File: src/rtl/ps2_keyboard_receiver.sv
// PS/2 keyboard receiver: synchronizes and filters the raw lines, deframes
// 11-bit frames, decodes E0/F0 prefixes and keeps history/status registers.
module ps2_keyboard_receiver #(
  parameter int FILTER_LEN     = 8,
  parameter int TIMEOUT_CYCLES = 50000
) (
  input  logic        CLOCK_50,
  input  logic        RESET,
  input  logic        PS2_KBCLK,
  input  logic        PS2_KBDAT,
  output logic [63:0] REG0,
  output logic [63:0] REG1,
  output logic [7:0]  BYTE,
  output logic        BYTE_VALID
);

  localparam int TW = $clog2(TIMEOUT_CYCLES + 1);

  typedef enum logic [1:0] {IDLE, DATA, PARITY, STOP} state_t;

  logic [1:0]            clk_sync;
  logic [1:0]            dat_sync;
  logic [FILTER_LEN-1:0] filt_sh;
  logic                  filt_clk;
  logic                  sample;
  logic                  data_bit;

  state_t       state;
  logic [2:0]   bit_cnt;
  logic [7:0]   shreg;
  logic         par;
  logic [TW-1:0] timer;

  logic         ext_pending;
  logic         brk_pending;
  logic [7:0]   last_code;
  logic         last_ext;
  logic         last_break;
  logic         have_event;
  logic [15:0]  evt_cnt;
  logic [15:0]  byte_cnt;
  logic [7:0]   err_cnt;
  logic [7:0]   to_cnt;

  // Sample event fires in the cycle the filtered clock is about to fall.
  assign sample   = filt_clk && (filt_sh == '0);
  assign data_bit = dat_sync[1];

  always_ff @(posedge CLOCK_50 or posedge RESET) begin
    if (RESET) begin
      clk_sync <= 2'b11;
      dat_sync <= 2'b11;
      filt_sh  <= '1;
      filt_clk <= 1'b1;
    end else begin
      clk_sync <= {clk_sync[0], PS2_KBCLK};
      dat_sync <= {dat_sync[0], PS2_KBDAT};
      filt_sh  <= {filt_sh[FILTER_LEN-2:0], clk_sync[1]};
      if (filt_sh == '1)
        filt_clk <= 1'b1;
      else if (filt_sh == '0)
        filt_clk <= 1'b0;
    end
  end

  // BYTE_VALID is a one-cycle strobe with no back-pressure: BYTE/REG0/REG1
  // change on the same edge it rises and hold until the next accepted byte.
  always_ff @(posedge CLOCK_50 or posedge RESET) begin
    if (RESET) begin
      state       <= IDLE;
      bit_cnt     <= '0;
      shreg       <= '0;
      par         <= 1'b0;
      timer       <= '0;
      ext_pending <= 1'b0;
      brk_pending <= 1'b0;
      last_code   <= '0;
      last_ext    <= 1'b0;
      last_break  <= 1'b0;
      have_event  <= 1'b0;
      evt_cnt     <= '0;
      byte_cnt    <= '0;
      err_cnt     <= '0;
      to_cnt      <= '0;
      REG0        <= '0;
      BYTE        <= '0;
      BYTE_VALID  <= 1'b0;
    end else begin
      BYTE_VALID <= 1'b0;
      if (sample) begin
        timer <= '0;
        case (state)
          IDLE: begin
            if (!data_bit) begin
              state   <= DATA;
              bit_cnt <= '0;
            end
          end
          DATA: begin
            shreg   <= {data_bit, shreg[7:1]};
            bit_cnt <= bit_cnt + 3'd1;
            if (bit_cnt == 3'd7)
              state <= PARITY;
          end
          PARITY: begin
            par   <= data_bit;
            state <= STOP;
          end
          STOP: begin
            state <= IDLE;
            if (data_bit && (^{shreg, par})) begin
              BYTE       <= shreg;
              BYTE_VALID <= 1'b1;
              REG0       <= {REG0[55:0], shreg};
              byte_cnt   <= byte_cnt + 16'd1;
              if (shreg == 8'hE0) begin
                ext_pending <= 1'b1;
              end else if (shreg == 8'hF0) begin
                brk_pending <= 1'b1;
              end else begin
                last_code   <= shreg;
                last_ext    <= ext_pending;
                last_break  <= brk_pending;
                have_event  <= 1'b1;
                ext_pending <= 1'b0;
                brk_pending <= 1'b0;
                evt_cnt     <= evt_cnt + 16'd1;
              end
            end else if (err_cnt != 8'hFF) begin
              err_cnt <= err_cnt + 8'd1;
            end
          end
          default: state <= IDLE;
        endcase
      end else if (state != IDLE) begin
        if (timer == TW'(TIMEOUT_CYCLES - 1)) begin
          state <= IDLE;
          timer <= '0;
          if (to_cnt != 8'hFF)
            to_cnt <= to_cnt + 8'd1;
        end else begin
          timer <= timer + 1'b1;
        end
      end
    end
  end

  assign REG1 = {to_cnt, err_cnt, byte_cnt, evt_cnt, 5'b0,
                 have_event & ~last_break, last_break, last_ext, last_code};

endmodule

File: config.mk
export PLATFORM = sky130hd
export DESIGN_NAME = ps2_keyboard_receiver
export DESIGN_NICKNAME = d
export VERILOG_FILES = /design/src/rtl/ps2_keyboard_receiver.sv
export SDC_FILE = /design/constraint.sdc
export NUM_CORES = 1
export LEC_CHECK = 0
export CORE_UTILIZATION = 30
export CTS_CLUSTER_SIZE = 25
export DETAILED_ROUTE_END_ITERATION = 10
export SKIP_CTS_REPAIR_TIMING = 1
export SLEW_MARGIN = 30
export SYNTH_ARGS = -nofsm -noshare
export SYNTH_HDL_FRONTEND = slang
export SYNTH_SLANG_ARGS = --single-unit
File: constraint.sdc
create_clock -name CLOCK_50 -period 6.7 [get_ports CLOCK_50]
set_input_delay 1.34 -clock CLOCK_50 [delete_from_list [all_inputs] [get_ports CLOCK_50]]
set_output_delay 1.34 -clock CLOCK_50 [all_outputs]
set_load 0.01 [all_outputs]
[Word level (Yosys, flattened, before mapping)]
Cells that the tools add are included.
Word-level totals
  flip-flop bits (word level): 177
  output and inout port bits: 137
Cells by class
  reductions and logical operators: 20
  equality and inequality tests: 14
  mux-type cells: 19
  add/subtract/negate cells: 6
  bitwise gates (word level): 6
Operators by type and width (number)
  16-bit by 1-bit adder with 16-bit output, second input constant: 3
  16-bit 2-to-1 mux: 3
  8-bit equality test, second input constant: 3
  4-bit AND reduction: 5
  8-bit by 1-bit adder with 8-bit output, second input constant: 2
  16-bit equality test, second input constant: 1
  8-bit != test, second input constant: 2
  2-bit 2-to-1 mux: 5
  2-bit nonzero test: 5
  9-bit XOR reduction: 1
  8-bit zero test: 1
  1-bit 2-to-1 mux: 8
  2-bit one-hot mux with 4 select lines: 1
  3-bit != test, second input constant: 2
  3-bit one-hot mux with 2 select lines: 1
  3-bit AND reduction: 2
  1-bit NOT: 5
  5-bit AND reduction: 1
  2-bit equality test, second input constant: 2
  2-bit != test, second input constant: 2
  2-bit AND reduction: 2
  3-bit by 1-bit adder with 3-bit output, second input constant: 1
  3-bit equality test, second input constant: 1
  3-bit 2-to-1 mux: 1
  other kinds (4): 5

[Longest topological paths before layout]
Gate-level depths: netlist (run 1).
  word-level depth: 5
  depth in mapped cells: 11
  depth with buffers taken out: 7

[Least setup slack after synthesis (run 1)]
OpenSTA, ideal clock, no wires.
  path type: register -> register
  start point: register filt_sh[5]
  end point: register evt_cnt[1]
  arrival: 2131 ps
  library setup time: 125 ps
  clock period less this slack: 2257 ps
  stages on the path, launching flop included: 10
  slack: 4443 ps
  buffers on the path: 3
  cells stage by stage: dfstp_2 -> nor4_1 -> and3_1 -> buf_2 -> and3_1 -> buf_4 -> nand2_1 -> o21a_1 -> buf_6 -> mux2_4
On the way
  cells in the longest elaborated chain, start to end: 3
Ends and longest elaborated chain
  start: declaration: RTL line 23  | logic [FILTER_LEN-1:0] filt_sh;
  start signal: assignment: RTL line 58  | filt_sh <= {filt_sh[FILTER_LEN-2:0], clk_sync[1]};
  8-bit zero test: RTL line 46  | assign sample = filt_clk && (filt_sh == '0);
  1-bit logical AND: RTL line 46
  5-bit AND reduction (no line)
  end signal: assignment: RTL line 127  | evt_cnt <= evt_cnt + 16'd1;
  end: declaration: RTL line 40  | logic [15:0] evt_cnt;
No other way between the ends.
A chain may end at the register's enable or synchronous reset.

[Worst setup path after layout (run 1)]
  start point: register filt_sh[1]
  end point: register evt_cnt[13]
Same word-level chain as after synthesis.

==> results of run 1 <==
-- cells in the final DEF (no fill, tap or decap), types with 3 or more instances in the layout --
cell type	n
nor3_1	6
nand2b_1	3
clkinv_4	4
inv_8	3
clkbuf_16	17
inv_1	11
dfstp_2	13
a211oi_1	5
clkdlybuf4s50_1	135
ha_1	11
nor4_1	7
a21oi_1	5
nand4_1	29
mux2i_1	3
and4_1	4
buf_4	4
xnor2_1	32
conb_1	5
nand3_1	21
dfrtp_1	156
mux2_2	17
and3_1	14
xor2_1	26
o21ai_0	12
nor2_1	22
inv_6	4
nand2_1	227
a22o_1	4
-- power groups by stage --
stage	clock, mW	sequential (mW)	combinational [mW]
after floorplan	0	1.05	0.0201
after global routing	1.08	1.03	0.0302
after global placement	0	1.05	0.0261
after CTS	1.05	1.03	0.0266
after detailed placement	0	1.05	0.0266
final	1.01	1.03	0.0247
-- area by class of cell --
type                            count  area, µm²  area share, %
Clock buffer                       20        457           4.80
Clock inverter                     12        153           1.61
Inverter                           13       56.3          0.592
Multi-Input combinational cell    486       2820           29.6
Sequential cell                   169       4250           44.7
Tap cell                          319        399           4.20
Timing Repair Buffer              139       1380           14.5
-- sequential cells by signal, summed over array words and instances (netlist names), 3 cells and up --
signal     flops
shreg          8
timer         16
REG0          64
last_code      8
err_cnt        8
byte_cnt      16
filt_sh        8
bit_cnt        3
to_cnt         8
evt_cnt       16
-- critical path: cells and delay by family (launching register included) --
family / cells / cell delay [ns]
XOR/XNOR: 1 / 0.15
buffers and inverters: 2 / 1.07
flip-flops: 1 / 0.38
AND/OR/NAND/NOR: 5 / 1.58
-- layer usage --
layer | track usage, % | vias up | wire length, µm
met1 | 18.4 | 2555 | 7830
met5 | 0 | - | 0
met3 | 3.38 | 14 | 773
met4 | 3.80 | 0 | 187
li1 | - | 2578 | -
met2 | 20.8 | 121 | 7310
-- cell families after synthesis --
family          share of synthesized area [%]
compound gates                           3.83
xor+xnor                                 8.00
fa+ha+maj                                1.87
buf+inv                                  4.12
flops                                    57.8
mux                                      3.42
other cells                            0.0510
simple gates                             20.9
-- stage by stage --
step                      instance area (µm²)  cells  worst slack [ns]  hold WS (ns)
after global routing                     9510   1158              3.08         0.364
after detailed placement                 8900   1126              3.35         0.349
final                                    9510   1158              3.38         0.357
after CTS                                9510   1158              3.36         0.359
after global placement                   8890   1126              3.27         0.347
after floorplan                          7360    710             0.806         0.345
-- path summary, 6_finish.rpt --
path                          endpoint  slack (ns)  cells past startpoint
max                        evt_cnt[13]        3.38                      8
max in group asynchronous   err_cnt[7]        3.94                      3
min in group asynchronous  evt_cnt[13]        1.43                      2
max reg2reg                evt_cnt[13]        3.38                      8
min                        clk_sync[1]        0.36                      0
min reg2reg                clk_sync[1]        0.36                      0
==> metrics.md, run 1 <==
| Metric | Value |
|---|---|
| I/O Pins | `141` |
| DIE AREA | `roughly 25000 µm²` |
| Routed WL | `16100 µm` |
| Fillers | `2280` |
| Clk network pwr share | `48.9%` |
| Worst Max-Slew Pin Slew | `0.910 ns` |
| Drt wl/cell | `13.9 µm` |
| Distinct cells, synth | `54` |
| Final core utilization | `40.0%` |
| Worst Setup End Kind | `flop` |
| Max-slew violations | `0` |
| YS warnings | `0` |
| Clock buffer count from CTS | `17` |
| Routed Antenna Nets | `0` |
| TritonCTS Sinks | `169` |
| Synth top area share | `53.1%` |
| Hold Path Origin | `clk_sync[0]` |
| Sequential share of the synthesized area | `57.8%` |
| Max-slew headroom | `39.2%` |
| Die H | `approximately 160 µm` |
| Synth-to-layout area growth | `29.4%` |
| First-pass GRT wire length | `roughly 26000 µm` |
| CP Launch Point | `filt_sh[1]` |
| Setup TNS | `0 ns` |
| H-tree levels | `4` |
| Critical Path Max Stage Delay | `between 0.6 and 0.7 ns` |
| Post-synth top cells | `nand2_1 (227), dfrtp_1 (156), xnor2_1 (32), nand4_1 (29), xor2_1 (26)` |
| Worst hold-check path type | `flop to flop` |
| Yosys top cell by area | `dfrtp_1` |
| Internal power | `1.61 mW` |
| Starting density of the core | `a little over 30%` |
| Detailed-route via count | `between 5000 and 6000` |
| PD cells | `217 nW/µm²` |
| Reg2reg start | `filt_sh[1]` |
| Most Frequent Cell on Critical Path | `and3_1` |
| Startpoint Class | `flop` |
| RSZ-0062 raised after global routing | `no` |
| Reg power frac | `49.9%` |
| Largest net degree at the start of global routing | `between 100 and 150` |
| Cells after Synth | `706` |
| Clock buffer depth | `2` |
| Max cap viols | `0` |
| Syn Area/Cell | `10.4 µm²` |
| Largest cells by area after synthesis | `dfrtp_1 (53%), nand2_1 (12%), dfstp_2 (4.6%)` |
| Most common cell in the netlist | `nand2_1` |
| Initial antenna violation count | `0` |
| Final worst path period need | `3.32 ns` |
| Clock Latency Late Sink | `between 0.4 and 0.5 ns` |
| Fin Clk Skew | `0.0127 ns` |
| Antenna Cells | `0` |
| DR DRC count | `0` |
| CP max FO | `53` |
| Fmax | `between 300 and 400 MHz` |
| WS Path Type | `flop to flop` |
| Clock root buffer master | `clkbuf_16` |
| Tot GR Track Use | `13.4%` |
| Ys async rst share | `between 90% and 100%` |
| # rows | `56` |
| Post-DR vias/cell | `4.55` |
| Final worst-path cycle share | `~50%` |
| DR pass1 iterations | `4` |
| Net Sw Frac | `a little over a fifth` |
| Status | `finished, final reports clean` |
| Worst EP arrival | `between 3 and 4 ns` |
| Share of cells above drive strength 1 | `9.30%` |
| Final HPWL DP | `10900 µm` |
| Clk slew on worst S/H paths | `0.07 ns` |
| Lkg Pwr | `about 4.5 nW` |
| VDD IR max | `150 µV` |
| NetSw | `approximately 0.45 mW` |
| Prevailing post-synth register cell | `dfrtp_1` |
| Setup Viol. Count Final | `0` |
| Synthesized area | `~7300 µm²` |
| CTS tree | `built` |
| Vias in the first global route | `4888` |
| Final Hold Vio Count | `0` |
| Critical path data required time | `about 7 ns` |
| PortBufs | `135` |
| Cells along the critical path | `nor4_1 -> and3_1 -> and3_1 -> nand2_4 -> inv_2 -> buf_4 -> nand4_1 -> xnor2_1` |
| Core Area | `23800 µm²` |
| Global route overflow | `0` |
| EDFF count, synth | `0` |
| CP max-delay cell | `inv_2` |
| Violation count after the first detailed-route iteration | `about 340` |
| Nets | `841` |
| Comb pwr share | `1.2%` |
| Overall Power | `2.07 mW` |
| Die Width | `159 µm` |
| Synthesis-stage register bit count | `169` |
| GPL Wtd Cong | `0.763` |
(Power assumes the default switching activity.)
==> inputs of run 2 (changes only) <==
==> constraint.sdc (replaced) <==
create_clock -name CLOCK_50 -period 3.2 [get_ports CLOCK_50]
set_input_delay 0.64 -clock CLOCK_50 [delete_from_list [all_inputs] [get_ports CLOCK_50]]
set_output_delay 0.64 -clock CLOCK_50 [all_outputs]
set_load 0.01 [all_outputs]
==> run 2 against run 1 <==
Against the previous run:
- hold slack is essentially flat
- critical path type unchanged
- via count is essentially flat
- maximum frequency grew 27%
- cell count grew 0.35%
- cell area grew 0.88%
- critical path depth shrank 1
- register-to-register slack lost 2.8 ns
- worst setup slack lost 2.8 ns
==> metrics.md, run 2 (same netlist as run 1, synthesis figures left out) <==
| Metric | Value |
|---|---|
| Status | `finished, final reports clean` |
| Share of cells above drive strength 1 | `about 9.8%` |
| Largest register FFs | `64` |
| Die H | `~160 µm` |
| Largest Register | `REG0` |
| Final Hold Vio Count | `0` |
| Commonest non-fill, non-tap cell in the layout | `nand2_1` |
| R2R Setup Slk | `0.60 ns` |
| Antenna Cells | `0` |
| Clock Latency Late Sink | `0.43 ns` |
| Worst Hold Depth | `0` |
| Drt wl/cell | `14.1 µm` |
| Worst Setup End Kind | `flop` |
| RSZ-0062 raised after global routing | `no` |
| Placed Area | `8960 µm²` |
| DIE AREA | `25100 µm²` |
| Fmax | `384 MHz` |
| FF-to-FF path depth | `7` |
| Pre-CTS WS | `between 0.5 and 0.6 ns` |
| Global route overflow | `0` |
| TritonCTS Sinks | `between 150 and 200` |
| First-pass GRT wire length | `27000 µm` |
| CTS tree | `built` |
| Max-slew headroom | `between 40% and 50%` |
| WS Path Type | `flop to flop` |
| Final worst-path cycle share | `81.4%` |
| # rows | `56` |
| Commonest non-fill, non-tap cells in the layout | `nand2_1 (227), dfrtp_1 (156), clkdlybuf4s50_1 (135), xnor2_1 (32), nand4_1 (29)` |
| GPL Wtd Cong | `approximately 0.77` |
| VDD IR max | `238 µV` |
| Core Area | `23800 µm²` |
| CP max FO | `27` |
| I/O Pins | `141` |
| Detailed-route via count | `roughly 5300` |
| Hold Path Origin | `clk_sync[1]` |
| Cells along the critical path | `xnor2_1 -> xnor3_2 -> xnor3_2 -> nand2_4 -> inv_2 -> nand4_1 -> xnor2_1` |
| Violation count after the first detailed-route iteration | `between 300 and 400` |
| Routed Antenna Nets | `0` |
| Final HPWL DP | `11200 µm` |
| Critical Path Max Stage Delay | `0.51 ns` |
| Reg2reg start | `shreg[3]` |
| Vias in the first global route | `between 5000 and 6000` |
| PD cells | `461 nW/µm²` |
| Initial antenna violation count | `0` |
| Reg2Reg Capture Point | `byte_cnt[10]` |
| Starting density of the core | `30.9%` |
| Routed WL | `between 15000 and 20000 µm` |
| Tot GR Track Use | `~14%` |
| Clock buffer count from CTS | `17` |
| Die Width | `about 160 µm` |
| Fin Clk Skew | `0.0115 ns` |
| DR pass1 iterations | `4` |
| Nets | `845` |
| Startpoint Class | `flop` |
| Clk slew on worst S/H paths | `about 0.070 ns` |
| Largest net degree at the start of global routing | `104` |
| Setup TNS | `0 ns` |
| Critical path data required time | `~3.5 ns` |
| Overall Power | `4.42 mW` |
| Worst hold-check path type | `flop to flop` |
| Synth-to-layout area growth | `30.5%` |
| DR DRC count | `0` |
| Post-DR vias/cell | `4.53` |
| Final worst path period need | `2.60 ns` |
| Final Cell Area | `roughly 9600 µm²` |
| CP max-delay cell | `xnor3_2` |
| Setup Viol. Count Final | `0` |
| Setup ws final | `0.597 ns` |
| Worst Hold Endpoint | `filt_sh[0]` |
| Clock root buffer master | `clkbuf_16` |
| H-tree levels | `4` |
| Worst Max-Slew Pin Slew | `0.841 ns` |
| Lkg Pwr | `4.53 nW` |
| Max-slew violations | `0` |
| Hold slack | `0.357 ns` |
| Worst EP arrival | `2.92 ns` |
| Clock buffer depth | `2` |
| Max cap viols | `0` |
| PortBufs | `135` |
## run 2: cell count changes in the layout (fill, tap and decap cells not counted), moves of 2 or more
cell | previous run | this run
buf_12 | 0 | 3
clkinvlp_4 | 0 | 4
clkbuf_8 | 2 | 0
inv_8 | 3 | 5
clkinv_4 | 4 | 0
## run 2: area by class of cell
class	instances	area (µm²)
flip-flops and latches	169	4250
fillers	2299	14200
clock inverters	15	204
clock buffers	17	425
well taps	319	399
inverters	13	52.6
repair buffers	143	1450
multi-input cells	486	2820
## run 2: per-layer routing
| layer | vias up | share of wire (%) | wire (µm) | GRT usage [%] |
|---|---|---|---|---|
| met2 | 122 | 45 | 7440 | 21.6 |
| li1 | 2571 | - | - | - |
| met3 | 12 | 4.6 | 762 | 3.38 |
| met5 | - | 0 | 0 | 0 |
| met1 | 2562 | 49 | 8000 | 19.0 |
| met4 | 0 | 1.2 | 196 | 4.72 |
## run 2: worst max path at each step
stage | start | depth (start not counted) | slack [ns] | end
after floorplan | RESET | 1 | 0.42 | BYTE_VALID
after detailed placement | shreg[3] | 7 | 0.60 | byte_cnt[10]
after global routing | shreg[3] | 7 | 0.38 | byte_cnt[10]
after global placement | shreg[3] | 7 | 0.64 | byte_cnt[10]
after CTS | shreg[3] | 7 | 0.58 | byte_cnt[10]
final | shreg[3] | 7 | 0.60 | byte_cnt[10]
## run 2: critical path: cells and delay by family, from the launching register on
| family | cells | cell delay (ns) |
|---|---|---|
| DFF | 1 | 0.46 |
| buffers and inverters | 1 | 0.43 |
| xor gates and xnor gates | 4 | 1.26 |
| and+or+nand+nor | 2 | 0.31 |
## run 2: where the power goes
part | leakage (nW) | switching [mW] | internal, mW
clock | 0.301 | 0.944 | 1.27
sequential | 2.32 | 0.00729 | 2.15
combinational | 1.91 | 0.0460 | 0.00820
total | 4.53 | 0.997 | 3.43
## run 2: metrics by stage
step                      utilization, %  cells
final                               40.4   1162
after CTS                           40.4   1162
after detailed placement            37.7   1130
after global routing                40.4   1162
after floorplan                        -    710
after global placement              37.7   1130
